===== config.mk =====
export PLATFORM = sky130hd
export DESIGN_NAME = dmem_bridge_flat
export DESIGN_NICKNAME = d
export VERILOG_FILES = /design/src/rtl/dmem_bridge_if.sv /design/src/rtl/dmem_bridge.sv /design/src/flat_wrapper.sv
export SDC_FILE = /design/constraint.sdc
export NUM_CORES = 1
export LEC_CHECK = 0
export BUFFER_PORTS_ARGS = -buffer_cell sky130_fd_sc_hd__buf_2
export CAP_MARGIN = 20
export CORE_ASPECT_RATIO = 1.25
export CORE_MARGIN = 3
export CORE_UTILIZATION = 40
export CTS_BUF_LIST = sky130_fd_sc_hd__clkbuf_4 sky130_fd_sc_hd__clkbuf_8
export DETAILED_ROUTE_END_ITERATION = 10
export GPL_TIMING_DRIVEN = 0
export PLACE_DENSITY = 0.7
export SYNTH_ARGS = -nofsm -noshare
export SYNTH_HDL_FRONTEND = slang
export SYNTH_SLANG_ARGS = --single-unit

===== constraint.sdc =====
create_clock -name clk -period 2.2 [get_ports clk]
set_input_delay 0.66 -clock clk [delete_from_list [all_inputs] [get_ports clk]]
set_output_delay 0.66 -clock clk [all_outputs]
set_load 0.005 [all_outputs]

===== src/rtl/dmem_bridge_if.sv =====
// -----------------------------------------------------------------------------
// dmem_bridge_if
// Request/acknowledge bus between the data-memory bridge and the external
// data SRAM. The bridge (master) holds a word transaction until the memory
// (slave) acknowledges it; read data is valid in the acknowledge cycle.
//
//   mem_req   master->slave  transaction request, held until ack
//   mem_we    master->slave  1 = write
//   mem_addr  master->slave  word address
//   mem_wdata master->slave  lane-replicated write data
//   mem_be    master->slave  byte enables, bit i = byte i
//   mem_ack   slave->master  transaction complete
//   mem_rdata slave->master  read word, valid with mem_ack
// -----------------------------------------------------------------------------
interface dmem_bridge_if;
    logic        mem_req;
    logic        mem_we;
    logic [29:0] mem_addr;
    logic [31:0] mem_wdata;
    logic [3:0]  mem_be;
    logic        mem_ack;
    logic [31:0] mem_rdata;

    modport master (
        output mem_req, mem_we, mem_addr, mem_wdata, mem_be,
        input  mem_ack, mem_rdata
    );

    modport slave (
        input  mem_req, mem_we, mem_addr, mem_wdata, mem_be,
        output mem_ack, mem_rdata
    );
endinterface


===== src/rtl/dmem_bridge.sv =====
// -----------------------------------------------------------------------------
// dmem_bridge
// Turns the single-cycle datapath's load/store strobes into byte-enabled word
// transactions on a slow req/ack SRAM bus, stalling the CPU until the access
// finishes and returning load data aligned to bit 0 (zero-filled above).
//
//   clk        system clock, rising edge
//   rst        asynchronous active-low reset
//   cpu_addr   byte address          cpu_wdata  store data
//   cpu_mem_r  load strobe           cpu_mem_w  store strobe (wins over load)
//   cpu_size   00 word, 01 byte, 10 half, 11 word
//   cpu_rdata  lane-aligned load data, held until next completion/error
//   stall      CPU holds PC and suppresses writes while high
//   err        one-cycle pulse on misaligned access or timeout
//   mem        SRAM request/acknowledge bus (master side)
// -----------------------------------------------------------------------------
module dmem_bridge #(
    parameter int unsigned TIMEOUT_CYC = 16,
    parameter int unsigned CNT_W       = 5
) (
    input  logic          clk,
    input  logic          rst,
    input  logic [31:0]   cpu_addr,
    input  logic [31:0]   cpu_wdata,
    input  logic          cpu_mem_r,
    input  logic          cpu_mem_w,
    input  logic [1:0]    cpu_size,
    output logic [31:0]   cpu_rdata,
    output logic          stall,
    output logic          err,
    dmem_bridge_if.master mem
);

    typedef enum logic [1:0] {
        ST_IDLE = 2'd0,
        ST_REQ  = 2'd1,
        ST_DONE = 2'd2
    } state_e;

    state_e             state_q, state_d;
    logic [29:0]        addr_q, addr_d;
    logic [1:0]         off_q, off_d;
    logic [1:0]         size_q, size_d;
    logic               we_q, we_d;
    logic [3:0]         be_q, be_d;
    logic [31:0]        wdata_q, wdata_d;
    logic [31:0]        rdata_q, rdata_d;
    logic               err_q, err_d;
    logic [CNT_W-1:0]   cnt_q, cnt_d;

    logic        is_byte, is_half, aligned, access, launch, misalign, timeout_hit;
    logic [3:0]  be_new;
    logic [31:0] wdata_new, rd_shift, lane_data;

    // Request decode: alignment, byte enables and replicated write data.
    always_comb begin
        is_byte = (cpu_size == 2'b01);
        is_half = (cpu_size == 2'b10);
        if (is_byte) begin
            aligned   = 1'b1;
            be_new    = 4'b0001 << cpu_addr[1:0];
            wdata_new = {4{cpu_wdata[7:0]}};
        end else if (is_half) begin
            aligned   = ~cpu_addr[0];
            be_new    = cpu_addr[1] ? 4'b1100 : 4'b0011;
            wdata_new = {2{cpu_wdata[15:0]}};
        end else begin
            aligned   = (cpu_addr[1:0] == 2'b00);
            be_new    = 4'b1111;
            wdata_new = cpu_wdata;
        end
        access      = cpu_mem_r | cpu_mem_w;
        launch      = (state_q == ST_IDLE) & access & aligned;
        misalign    = (state_q == ST_IDLE) & access & ~aligned;
        timeout_hit = (cnt_q == CNT_W'(TIMEOUT_CYC - 1));
    end

    // Load lane extraction from the latched offset/size; half offsets are 0 or 2.
    always_comb begin
        rd_shift = mem.mem_rdata >> {off_q, 3'b000};
        case (size_q)
            2'b01:   lane_data = {24'h0, rd_shift[7:0]};
            2'b10:   lane_data = {16'h0, rd_shift[15:0]};
            default: lane_data = mem.mem_rdata;
        endcase
    end

    // State register and datapath flops.
    always_ff @(posedge clk or negedge rst) begin
        if (!rst) begin
            state_q <= ST_IDLE;
            addr_q  <= '0;
            off_q   <= '0;
            size_q  <= '0;
            we_q    <= 1'b0;
            be_q    <= '0;
            wdata_q <= '0;
            rdata_q <= '0;
            err_q   <= 1'b0;
            cnt_q   <= '0;
        end else begin
            state_q <= state_d;
            addr_q  <= addr_d;
            off_q   <= off_d;
            size_q  <= size_d;
            we_q    <= we_d;
            be_q    <= be_d;
            wdata_q <= wdata_d;
            rdata_q <= rdata_d;
            err_q   <= err_d;
            cnt_q   <= cnt_d;
        end
    end

    // Next-state logic; DONE always returns to IDLE so a still-asserted
    // strobe from the committing instruction cannot relaunch.
    always_comb begin
        state_d = state_q;
        case (state_q)
            ST_IDLE: if (launch) state_d = ST_REQ;
            ST_REQ:  if (mem.mem_ack || timeout_hit) state_d = ST_DONE;
            ST_DONE: state_d = ST_IDLE;
            default: state_d = ST_IDLE;
        endcase
    end

    // Datapath next values; ack takes priority over a coincident timeout.
    always_comb begin
        addr_d  = addr_q;
        off_d   = off_q;
        size_d  = size_q;
        we_d    = we_q;
        be_d    = be_q;
        wdata_d = wdata_q;
        rdata_d = rdata_q;
        cnt_d   = cnt_q;
        err_d   = 1'b0;
        if (launch) begin
            addr_d  = cpu_addr[31:2];
            off_d   = cpu_addr[1:0];
            size_d  = cpu_size;
            we_d    = cpu_mem_w;
            be_d    = be_new;
            wdata_d = wdata_new;
            cnt_d   = '0;
        end
        if (misalign) begin
            rdata_d = '0;
            err_d   = 1'b1;
        end
        if (state_q == ST_REQ) begin
            if (mem.mem_ack) begin
                rdata_d = we_q ? 32'h0 : lane_data;
            end else if (timeout_hit) begin
                rdata_d = '0;
                err_d   = 1'b1;
            end else begin
                cnt_d = cnt_q + CNT_W'(1);
            end
        end
    end

    // Outputs; stall is gated by reset so an abandoned access never stalls.
    always_comb begin
        stall       = rst & ((state_q == ST_REQ) | launch);
        mem.mem_req = (state_q == ST_REQ);
    end

    assign mem.mem_we    = we_q;
    assign mem.mem_addr  = addr_q;
    assign mem.mem_wdata = wdata_q;
    assign mem.mem_be    = be_q;
    assign cpu_rdata     = rdata_q;
    assign err           = err_q;

endmodule


===== src/flat_wrapper.sv =====
// flat-port wrapper written by rule: the top's interface ports become plain ports
module dmem_bridge_flat 
#(
    parameter int unsigned TIMEOUT_CYC = 16,
    parameter int unsigned CNT_W       = 5
)
  (clk, rst, cpu_addr, cpu_wdata, cpu_mem_r, cpu_mem_w, cpu_size, cpu_rdata, stall, err, mem_mem_req, mem_mem_we, mem_mem_addr, mem_mem_wdata, mem_mem_be, mem_mem_ack, mem_mem_rdata);
  dmem_bridge_if mem_i ();
  input  logic clk;
  input  logic rst;
  input  logic [31:0] cpu_addr;
  input  logic [31:0] cpu_wdata;
  input  logic cpu_mem_r;
  input  logic cpu_mem_w;
  input  logic [1:0] cpu_size;
  output logic [31:0] cpu_rdata;
  output logic stall;
  output logic err;
  output wire logic [$bits(mem_i.mem_req)-1:0] mem_mem_req;
  output wire logic [$bits(mem_i.mem_we)-1:0] mem_mem_we;
  output wire logic [$bits(mem_i.mem_addr)-1:0] mem_mem_addr;
  output wire logic [$bits(mem_i.mem_wdata)-1:0] mem_mem_wdata;
  output wire logic [$bits(mem_i.mem_be)-1:0] mem_mem_be;
  input wire logic [$bits(mem_i.mem_ack)-1:0] mem_mem_ack;
  input wire logic [$bits(mem_i.mem_rdata)-1:0] mem_mem_rdata;
  assign mem_mem_req = mem_i.mem_req;
  assign mem_mem_we = mem_i.mem_we;
  assign mem_mem_addr = mem_i.mem_addr;
  assign mem_mem_wdata = mem_i.mem_wdata;
  assign mem_mem_be = mem_i.mem_be;
  assign mem_i.mem_ack = mem_mem_ack;
  assign mem_i.mem_rdata = mem_mem_rdata;
  dmem_bridge #(.TIMEOUT_CYC(TIMEOUT_CYC), .CNT_W(CNT_W)) u_core (.clk(clk), .rst(rst), .cpu_addr(cpu_addr), .cpu_wdata(cpu_wdata), .cpu_mem_r(cpu_mem_r), .cpu_mem_w(cpu_mem_w), .cpu_size(cpu_size), .cpu_rdata(cpu_rdata), .stall(stall), .err(err), .mem(mem_i));
endmodule

==> results.toml, run 1 <==
[timing]
fin_hold_ws_ns = 0.143
maxSlewHeadroom_pct = 55.5
period_needed_ns = 2.21
worst_slack_ns = -0.0102
hold_violations = 0
grt_setup_unrepaired = "yes"
clock_skew_ns = 0.0101
period_share_pct = 100
max_freq_mhz = 452
tns_ns = -0.0102
worst_pin_slew_ns = 0.665
slew_viol_final = 0
setup_violations = 1

[synthesis]
synth-seq-cells = 111
syn_area_per_cell_um2 = 11.6
synthFlopType = "dfrtp_1"
yosysWarningCount = 0
synthArstFlopShare_pct = 100
synthesis.nets = 560
seq_area_frac_synth_pct = 52.6
netlist_area_mm2 = 0.00529
synth_edf_count = 0
ys_types = 44
synthCells = 454

[pwr]
finalPower_w = 0.00766
peakVddDrop_mv = 0.488
p_per_area_mw_per_mm2 = 1110
cellLeakagePower_nw = 3.41

[final_layout]
final.fill_count = 1149
nets = 782
design_area_mm2 = 0.00689
areaGrowthSynthToFinish_pct = 30.4
drive_gt1_share_pct = 46.3
final_cells = 850

[run_status]
violations = "negative setup slack"
outcome = "finished, violations left"

[route]
vias_per_cell = 5.34
drcViolationCount = 0
wirelength_um = 15500
postRouteAntennaNets = 0
drtIter0Drc = 197
num_vias = 4540
post_drt_wl_per_cell_um = 18.2
dr.pass1.iters = 4

[place]
dp.cells = 825
port_buffers = 202
place_congestion = 1.02
postPlaceCellArea_mm2 = 0.00655
place_hpwl_um = 11800

[worst_setup_path]
cp-end-kind = "primary output"
cp_slowest_stage_delay_ns = 0.17
r2r_setup_slack_ns = 0.14
rr_worst_depth = 8
critPathRequiredTime_ns = 1.54
crit_fanout = 11
cp_cell_sequence = "clkbuf_4 -> nand2b_4 -> a21oi_4 -> o21ai_4 -> a21boi_2 -> buf_2"
start_kind = "input pin"
crit_buf_inv = 2
cp.arrival_ns = 1.55
cp.depth = 6
crit_type = "input pin to primary output"
cpLargestDelayFamily = "compound AO/OA/AOI/OAI gates"
worst_path_max_delay_cell = "clkbuf_4"

[die]
start_util_pct = 41.2
die-area_mm2 = 0.0146
core-area_mm2 = 0.0128
rows = 46
io_pins = 205
die_x_um = 109
chipHeight_um = 135

[clock_network]
h-tree-depth = 3
cts_tree = "yes"
cts_buffers = 9
cts_root_buf = "clkbuf_8"
cts.clk_slew.worst_paths_ns = 0.10
cts.path.max_buffers = 2
clkLatencyLatePin_ns = 0.37
cts.sinks = 111

[global_route]
grt_usage_pct = 21.3
grt_max_degree = 55
grt_pass1_vias = 4848
antenna_found_initial = 1
overflow = 0
grt_pass1_wl_um = 24600

[job]
maxCapViolations = 0

[worst_hold_path]
min-delay-path-class = "input pin to asynchronous set/reset pin"
## metal layers
| metal | global-route usage (%) | routed length (µm) |
|---|---|---|
| met5 | 0 | 0 |
| met4 | 9.33 | 366 |
| met3 | 5.55 | 1410 |
| met2 | 36.9 | 7780 |
| met1 | 24.6 | 5890 |
## cell usage in the layout, fill, tap and decap left out, types with 4 or more instances in the layout
master and count:
mux2_2 57, buf_2 208, nand3_1 4, o21ai_0 20, nand2_1 31, mux2_1 17, a211oi_1 8, a221oi_1 7
nor2_1 20, o2bb2ai_1 16, nor2b_1 17, inv_1 15, buf_4 13, a22o_1 16, mux2i_1 16, o22ai_1 12
buf_6 5, dfrtp_1 111, clkbuf_8 10, clkbuf_1 12, a21oi_1 19
## flip-flops by register name, indices dropped and copies added, names as in the netlist
name	count
u_core.cpu_rdata	32
u_core.err	1
u_core.mem.mem_be	4
u_core.cnt_q	5
u_core.state_q	2
u_core.size_q	2
u_core.mem.mem_we	1
u_core.mem.mem_wdata	32
u_core.off_q	2
u_core.mem.mem_addr	30
## kinds of logic (layout without fill, tap and decap cells)
group / after synthesis / count (layout) / share of synthesized area [%]
AND/OR/NAND/NOR: 85 / 85 / 7.77
other: 0 / 1 / 0
buffers and inverters: 49 / 276 / 4.64
AO/OA/AOI/OAI: 114 / 114 / 15.1
XOR/XNOR: 2 / 2 / 0.474
multiplexers: 90 / 90 / 18.8
adder cells (fa/ha/maj): 3 / 3 / 0.710
flip-flops: 111 / 111 / 52.6
## stage by stage
step / worst slack, ns / util (%)
5_1_grt: -0.0768 / 53.7
6_report: -0.0102 / 53.7
3_5_place_dp: -0.503 / 51.0
4_1_cts: 0.0107 / 53.4
3_3_place_gp: -1.43 / 50.8
2_1_floorplan: 0.0146 / -
## final cells by class
cell class	instances	area, µm²	share of cell area (%)
diodes	1	2.50	0.0363
plain buffers	32	185	2.69
clock buffers	10	138	2.00
clock inverters	6	66.3	0.962
inverters	15	56.3	0.817
multi-input cells	294	2290	33.3
flip-flops and latches	111	2780	40.3
well taps	168	210	3.05
repair buffers	213	1160	16.9
## repair_timing
action,4_1_cts,5_1_grt
resized for setup,10,7
gates cloned,1,0
hold buffers,0,0
setup endpoints to repair,1,12
buffers inserted,6,3
pin swaps,3,1
## synthesized netlist by cell type (all sizes together) (2+ instances only)
| library cell | n | area share [%] |
|---|---|---|
| dfrtp | 111 | 53 |
| mux2 | 74 | 16 |
| nand2 | 31 | 2.2 |
| a21oi | 21 | 2.1 |
| nor2 | 21 | 1.5 |
| o21ai | 21 | 2.1 |
| buf | 20 | 2.6 |
| nor2b | 17 | 2.0 |
| a22o | 16 | 2.7 |
| mux2i | 16 | 3.0 |
| o2bb2ai | 16 | 2.7 |
| inv | 15 | 1.1 |
| clkbuf | 14 | 0.99 |
| o22ai | 12 | 1.4 |
| a211oi | 8 | 1.1 |
| a221oi | 8 | 1.3 |
| nand3 | 4 | 0.38 |
| a31oi | 3 | 0.36 |
| ha | 3 | 0.71 |
| nand2b | 3 | 0.50 |
| and3 | 2 | 0.24 |
| nor3 | 2 | 0.28 |
| o21a | 2 | 0.28 |
| o31ai | 2 | 0.28 |
## path summary, 6_finish.rpt
kind	start	to
max	cpu_size[0]	stall
min	rst	u_core.cpu_rdata[5]
max reg2reg	u_core.state_q[0]	u_core.cpu_rdata[26]
min reg2reg	u_core.mem.mem_addr[6]	u_core.mem.mem_addr[6]
max in group asynchronous	rst	u_core.cpu_rdata[8]
min in group clk	u_core.mem.mem_addr[6]	u_core.mem.mem_addr[6]
## report_power, final
part / switching [W] / total [W] / internal (W) / leakage, nW
Sequential: 0.000430 / 0.00324 / 0.00281 / 1.38
Clock: 0.000709 / 0.00127 / 0.000565 / 0.107
Combinational: 0.00159 / 0.00315 / 0.00155 / 1.93
Total: 0.00273 / 0.00766 / 0.00493 / 3.41
No activity file was read; power rests on OpenSTA's default activity.
==> run 2, diff against run 1 <==
--- a/config.mk
+++ b/config.mk
@@ -13,7 +13,7 @@
 export CTS_BUF_LIST = sky130_fd_sc_hd__clkbuf_4 sky130_fd_sc_hd__clkbuf_8
 export DETAILED_ROUTE_END_ITERATION = 10
 export GPL_TIMING_DRIVEN = 0
-export PLACE_DENSITY = 0.7
+export PLACE_DENSITY = 0.68
 export SYNTH_ARGS = -nofsm -noshare
 export SYNTH_HDL_FRONTEND = slang
 export SYNTH_SLANG_ARGS = --single-unit
==> constraint.sdc (replaced) <==
create_clock -name clk -period 2.3 [get_ports clk]
set_input_delay 0.69 -clock clk [delete_from_list [all_inputs] [get_ports clk]]
set_output_delay 0.69 -clock clk [all_outputs]
set_load 0.005 [all_outputs]
==> run 2 against run 1 <==
Against the previous run:
- the run now ends clean
- clock power barely moved
- register-to-register slack improved by 0.02 ns
- power fell by 4.2%
- worst hold slack improved by 0.035 ns
- design area barely moved
- combinational power fell by 4%
- sequential cell count did not move
==> results.toml, run 2 (synthesis results as in run 1) <==
[die]
start_util_pct = 41.2
chipHeight_um = 135
core-area_mm2 = 0.0128
io_pins = 205
rows = 46
die_x_um = 109
die-area_mm2 = 0.0146

[global_route]
overflow = 0
grt_usage_pct = 21.1
grt_pass1_vias = 4809
grt_pass1_wl_um = 24200
antenna_found_initial = 0
grt_max_degree = 62

[timing]
slew_viol_final = 0
period_needed_ns = 2.19
clock_skew_ns = 0.00959
period_share_pct = 95.3
hold_violations = 0
grt_setup_unrepaired = "no"
setup_violations = 0
max_freq_mhz = 456
worst_pin_slew_ns = 0.672
maxSlewHeadroom_pct = 55.1
tns_ns = 0

[route]
drtIter0Drc = 234
vias_per_cell = 5.31
post_drt_wl_per_cell_um = 17.9
dr.pass1.iters = 5
num_vias = 4508
postRouteAntennaNets = 0
wirelength_um = 15200
drcViolationCount = 0

[final_layout]
multiInputGateArea_mm2 = 0.00229
layout_commonest_cell = "buf_2"
design_area_mm2 = 0.00690
diodes = 0
areaGrowthSynthToFinish_pct = 30.5
final.fill_count = 1139
final_util_pct = 53.7
drive_gt1_share_pct = 46.3
final_cells = 849
nets = 782
register_area_mm2 = 0.00278
mostFrequentLayoutCells = "buf_2, dfrtp_1, mux2_2"

[worst_setup_path]
r2r_start = "u_core.state_q[1]"
r2r_setup_slack_ns = 0.16
rr_worst_depth = 7
crit_path_start = "rst"
cp-end-kind = "primary output"
crit_fanout = 61
rr_endpoint = "u_core.cpu_rdata[26]"
cp.arrival_ns = 1.50
start_kind = "input pin"
crit_type = "input pin to primary output"
timing.critical_path.to = "stall"
critPathRequiredTime_ns = 1.61

[place]
place_congestion = 0.982
dp.cells = 825
postPlaceCellArea_mm2 = 0.00655
place_hpwl_um = 11500
port_buffers = 202

[worst_hold_path]
min-delay-path-class = "input pin to asynchronous set/reset pin"

[run_status]
outcome = "completed"

[clock_network]
clkLatencyLatePin_ns = 0.37
cts.hold.buffers_added = 0
cts.path.max_buffers = 2
cts.sinks = 111
cts_buffers = 9
cts_tree = "yes"
cts.clk_slew.worst_paths_ns = 0.11
cts_root_buf = "clkbuf_8"
h-tree-depth = 3

[pwr]
p_per_area_mw_per_mm2 = 1060
peakVddDrop_mv = 0.555
cellLeakagePower_nw = 3.41

[job]
maxCapViolations = 0
run 2: where the power goes:
part	leakage (nW)	total (W)	internal, W	switching (W)
combinational	1.93	0.00301	0.00148	0.00153
sequential	1.38	0.00309	0.00269	0.000399
clock	0.107	0.00125	0.000530	0.000718
run 2: critical path, cell delays in order:
cell	delay [ns]
buf_16	0.26
buf_16	0.22
a21boi_2	0.17
buf_2	0.14
run 2: through the flow:
stage | setup WS [ns] | hold slack (ns) | power [W]
global route | 0.00553 | 0.164 | 0.00787
CTS | 0.0130 | 0.182 | 0.00740
floorplan | 0.0268 | 0.394 | 0.00469
detailed placement | -0.467 | 0.469 | 0.00607
finish | 0.108 | 0.179 | 0.00734
global placement | -1.40 | 0.465 | 0.00593
run 2: final cells by class:
cell class                      instances  area share [%]
Buffer                                 32            2.69
Clock buffer                            9            1.80
Clock inverter                          7            1.23
Inverter                               15           0.817
Multi-Input combinational cell        294            33.2
Sequential cell                       111            40.3
Tap cell                              168            3.05
Timing Repair Buffer                  213            16.9
run 2: per-layer routing:
layer,GRT usage (%),wire [µm],up-vias
li1,-,-,2081
met1,24.7,5900,2192
met2,37.1,7770,219
met3,6.12,1360,16
met4,6.32,203,0
met5,0,0,-
run 2: how the worst min path moves through the flow:
stage	slack, ns	cells past startpoint	end
after CTS	0.18	1	u_core.mem.mem_be[2]
after global placement	0.47	1	u_core.mem.mem_wdata[30]
after detailed placement	0.47	1	u_core.mem.mem_addr[3]
after floorplan	0.39	0	u_core.cnt_q[0]
final	0.18	1	u_core.cpu_rdata[5]
after global routing	0.16	1	u_core.cpu_rdata[5]
run 2: what timing repair did:
item,in CTS,in global routing
gates cloned,1,0
pin swaps,3,1
gates resized for setup,13,6
buffers inserted,9,0
endpoints found under the setup margin,1,3
==> run 3, diff against run 2 <==
--- a/config.mk
+++ b/config.mk
@@ -5,6 +5,7 @@
 export SDC_FILE = /design/constraint.sdc
 export NUM_CORES = 1
 export LEC_CHECK = 0
+export ABC_AREA = 1
 export BUFFER_PORTS_ARGS = -buffer_cell sky130_fd_sc_hd__buf_2
 export CAP_MARGIN = 20
 export CORE_ASPECT_RATIO = 1.25
@@ -14,6 +15,7 @@
 export DETAILED_ROUTE_END_ITERATION = 10
 export GPL_TIMING_DRIVEN = 0
 export PLACE_DENSITY = 0.68
+export SKIP_CTS_REPAIR_TIMING = 1
 export SYNTH_ARGS = -nofsm -noshare
 export SYNTH_HDL_FRONTEND = slang
 export SYNTH_SLANG_ARGS = --single-unit
==> run 3 against run 2 <==
Against the previous run:
- sequential cell count unchanged
- fmax down 1.4%
- utilization down 0.27 points
- critical path depth up 4
- routed wire length up 5.8%
- final cell count up 29%
- combinational power up 2%
- synthesized cell count up 54%
- design area down 0.94%
- synthesized area down 0.57%
- critical endpoint unchanged
- largest cell class unchanged
==> results.toml, run 3 <==
[run_status]
outcome = "completed"

[synthesis]
netlist_area_mm2 = 0.00526
yosys.area.top_type = "dfrtp_1"
synth_common_cells = "nand2_1, dfrtp_1, nand3_1, inv_1, o21ai_0"
synthCells = 699
synthesis.nets = 805
netlist.area_leader.share_pct = 52.9
synthTopCellsByArea = "dfrtp_1, nand2_1, nand3_1"
syn_area_per_cell_um2 = 7.52
synthFlopType = "dfrtp_1"
synth-seq-cells = 111
synth_edf_count = 0
seq_area_frac_synth_pct = 52.9
synthArstFlopShare_pct = 100
yosysWarningCount = 0
ys_types = 25
yosysMostFrequentCell = "nand2_1"

[timing]
hold_violations = 0
period_share_pct = 96.6
maxSlewHeadroom_pct = 64.3
period_needed_ns = 2.22
grt_setup_unrepaired = "no"
max_freq_mhz = 450
slew_viol_final = 0
worst_pin_slew_ns = 0.535
setup_violations = 0
clock_skew_ns = 0.0121
tns_ns = 0

[place]
place_congestion = 0.898
port_buffers = 204
postPlaceCellArea_mm2 = 0.00652
place_hpwl_um = 12200

[route]
dr.pass1.iters = 6
drcViolationCount = 0
num_vias = 5321
post_drt_wl_per_cell_um = 14.7
wirelength_um = 16100
postRouteAntennaNets = 0
drtIter0Drc = 261
vias_per_cell = 4.85

[die]
core-area_mm2 = 0.0128
io_pins = 205
chipHeight_um = 134
start_util_pct = 41.1
die_x_um = 109
die-area_mm2 = 0.0146
rows = 46

[pwr]
cellLeakagePower_nw = 4.10
p_per_area_mw_per_mm2 = 1100
peakVddDrop_mv = 0.422

[worst_setup_path]
start_kind = "input pin"
cp-end-kind = "primary output"
crit_type = "input pin to primary output"
rr_worst_depth = 8
cp.arrival_ns = 1.53
crit_fanout = 6
critPathRequiredTime_ns = 1.61

[job]
maxCapViolations = 0

[final_layout]
drive_gt1_share_pct = 28.2
design_area_mm2 = 0.00683
layout_commonest_cell = "nand2_1"
areaGrowthSynthToFinish_pct = 30.0
nets = 1030
diodes = 0
mostFrequentLayoutCells = "nand2_1, buf_2, dfrtp_1"
final.fill_count = 1304

[global_route]
grt_max_degree = 59
grt_usage_pct = 22.3
antenna_found_initial = 0
overflow = 0
grt_pass1_wl_um = 25600
grt_pass1_vias = 5101

[clock_network]
cts.path.max_buffers = 2
cts_buffers = 9
cts.clk_slew.worst_paths_ns = 0.11
cts_tree = "yes"
clkLatencyLatePin_ns = 0.37
cts_root_buf = "clkbuf_8"
h-tree-depth = 3
cts.sinks = 111

[worst_hold_path]
min-delay-path-class = "input pin to asynchronous set/reset pin"
-- run 3: kinds of logic after synthesis --
| logic type | after synthesis | share of synthesized area [%] |
|---|---|---|
| DFF | 111 | 52.9 |
| xor gates and xnor gates | 2 | 0.333 |
| buffers and inverters | 67 | 5.57 |
| and+or+nand+nor | 463 | 35.4 |
| adders and majority gates | 3 | 0.714 |
| AOI/OAI and AO/OA | 53 | 5.10 |
-- run 3: area by class of cell --
| class | instances | area [µm²] | area share, % |
|---|---|---|---|
| flip-flops and latches | 111 | 2780 | 40.7 |
| plain buffers | 31 | 156 | 2.29 |
| well taps | 168 | 210 | 3.08 |
| repair buffers | 214 | 1120 | 16.5 |
| multi-input cells | 521 | 2200 | 32.2 |
| clock buffers | 9 | 124 | 1.81 |
| clock inverters | 7 | 100 | 1.47 |
| inverters | 36 | 136 | 2.00 |
-- run 3: where the power goes --
part           switching, W  leakage [nW]  internal (W)
Clock              0.000706         0.115      0.000627
Combinational       0.00182          2.56       0.00124
Sequential         0.000421          1.42       0.00272
-- run 3: stage by stage --
step	std cells	utilization [%]	hold WS [ns]	power (W)	setup WS, ns
after global routing	1097	53.5	0.278	0.00817	0.00704
final	1097	53.5	0.270	0.00753	0.0781
after global placement	1071	50.8	0.449	0.00616	-1.45
after floorplan	699	-	0.394	0.00476	0.286
after CTS	1088	52.8	0.271	0.00757	-0.220
after detailed placement	1072	51.0	0.455	0.00622	-0.220
-- run 3: worst max-delay path, cell delays in order --
cell      delay (ns)
buf_4           0.11
inv_2           0.06
nor2_4          0.19
nor2_2          0.07
nand2_2         0.09
nand2_4         0.06
a21boi_2        0.12
buf_2           0.14
-- run 3: path summary, 6_finish.rpt --
check,start,end,slack [ns]
worst max-delay path,cpu_size[0],stall,0.08
worst min-delay path,rst,u_core.cpu_rdata[25],0.27
worst max register to register,u_core.size_q[0],u_core.cpu_rdata[0],0.34
worst min register to register,u_core.mem.mem_be[0],u_core.mem.mem_be[0],0.48
max in group asynchronous,rst,u_core.mem.mem_addr[8],1.35
min in group clk,u_core.mem.mem_be[0],u_core.mem.mem_be[0],0.48
-- run 3: per-layer routing --
| layer | global-route usage [%] | routed length (µm) | up-vias |
|---|---|---|---|
| met5 | 0 | 0 | - |
| met4 | 6.46 | 340 | 0 |
| met3 | 5.10 | 1210 | 24 |
| met2 | 38.2 | 8100 | 199 |
| met1 | 28.0 | 6470 | 2459 |
| li1 | - | - | 2639 |
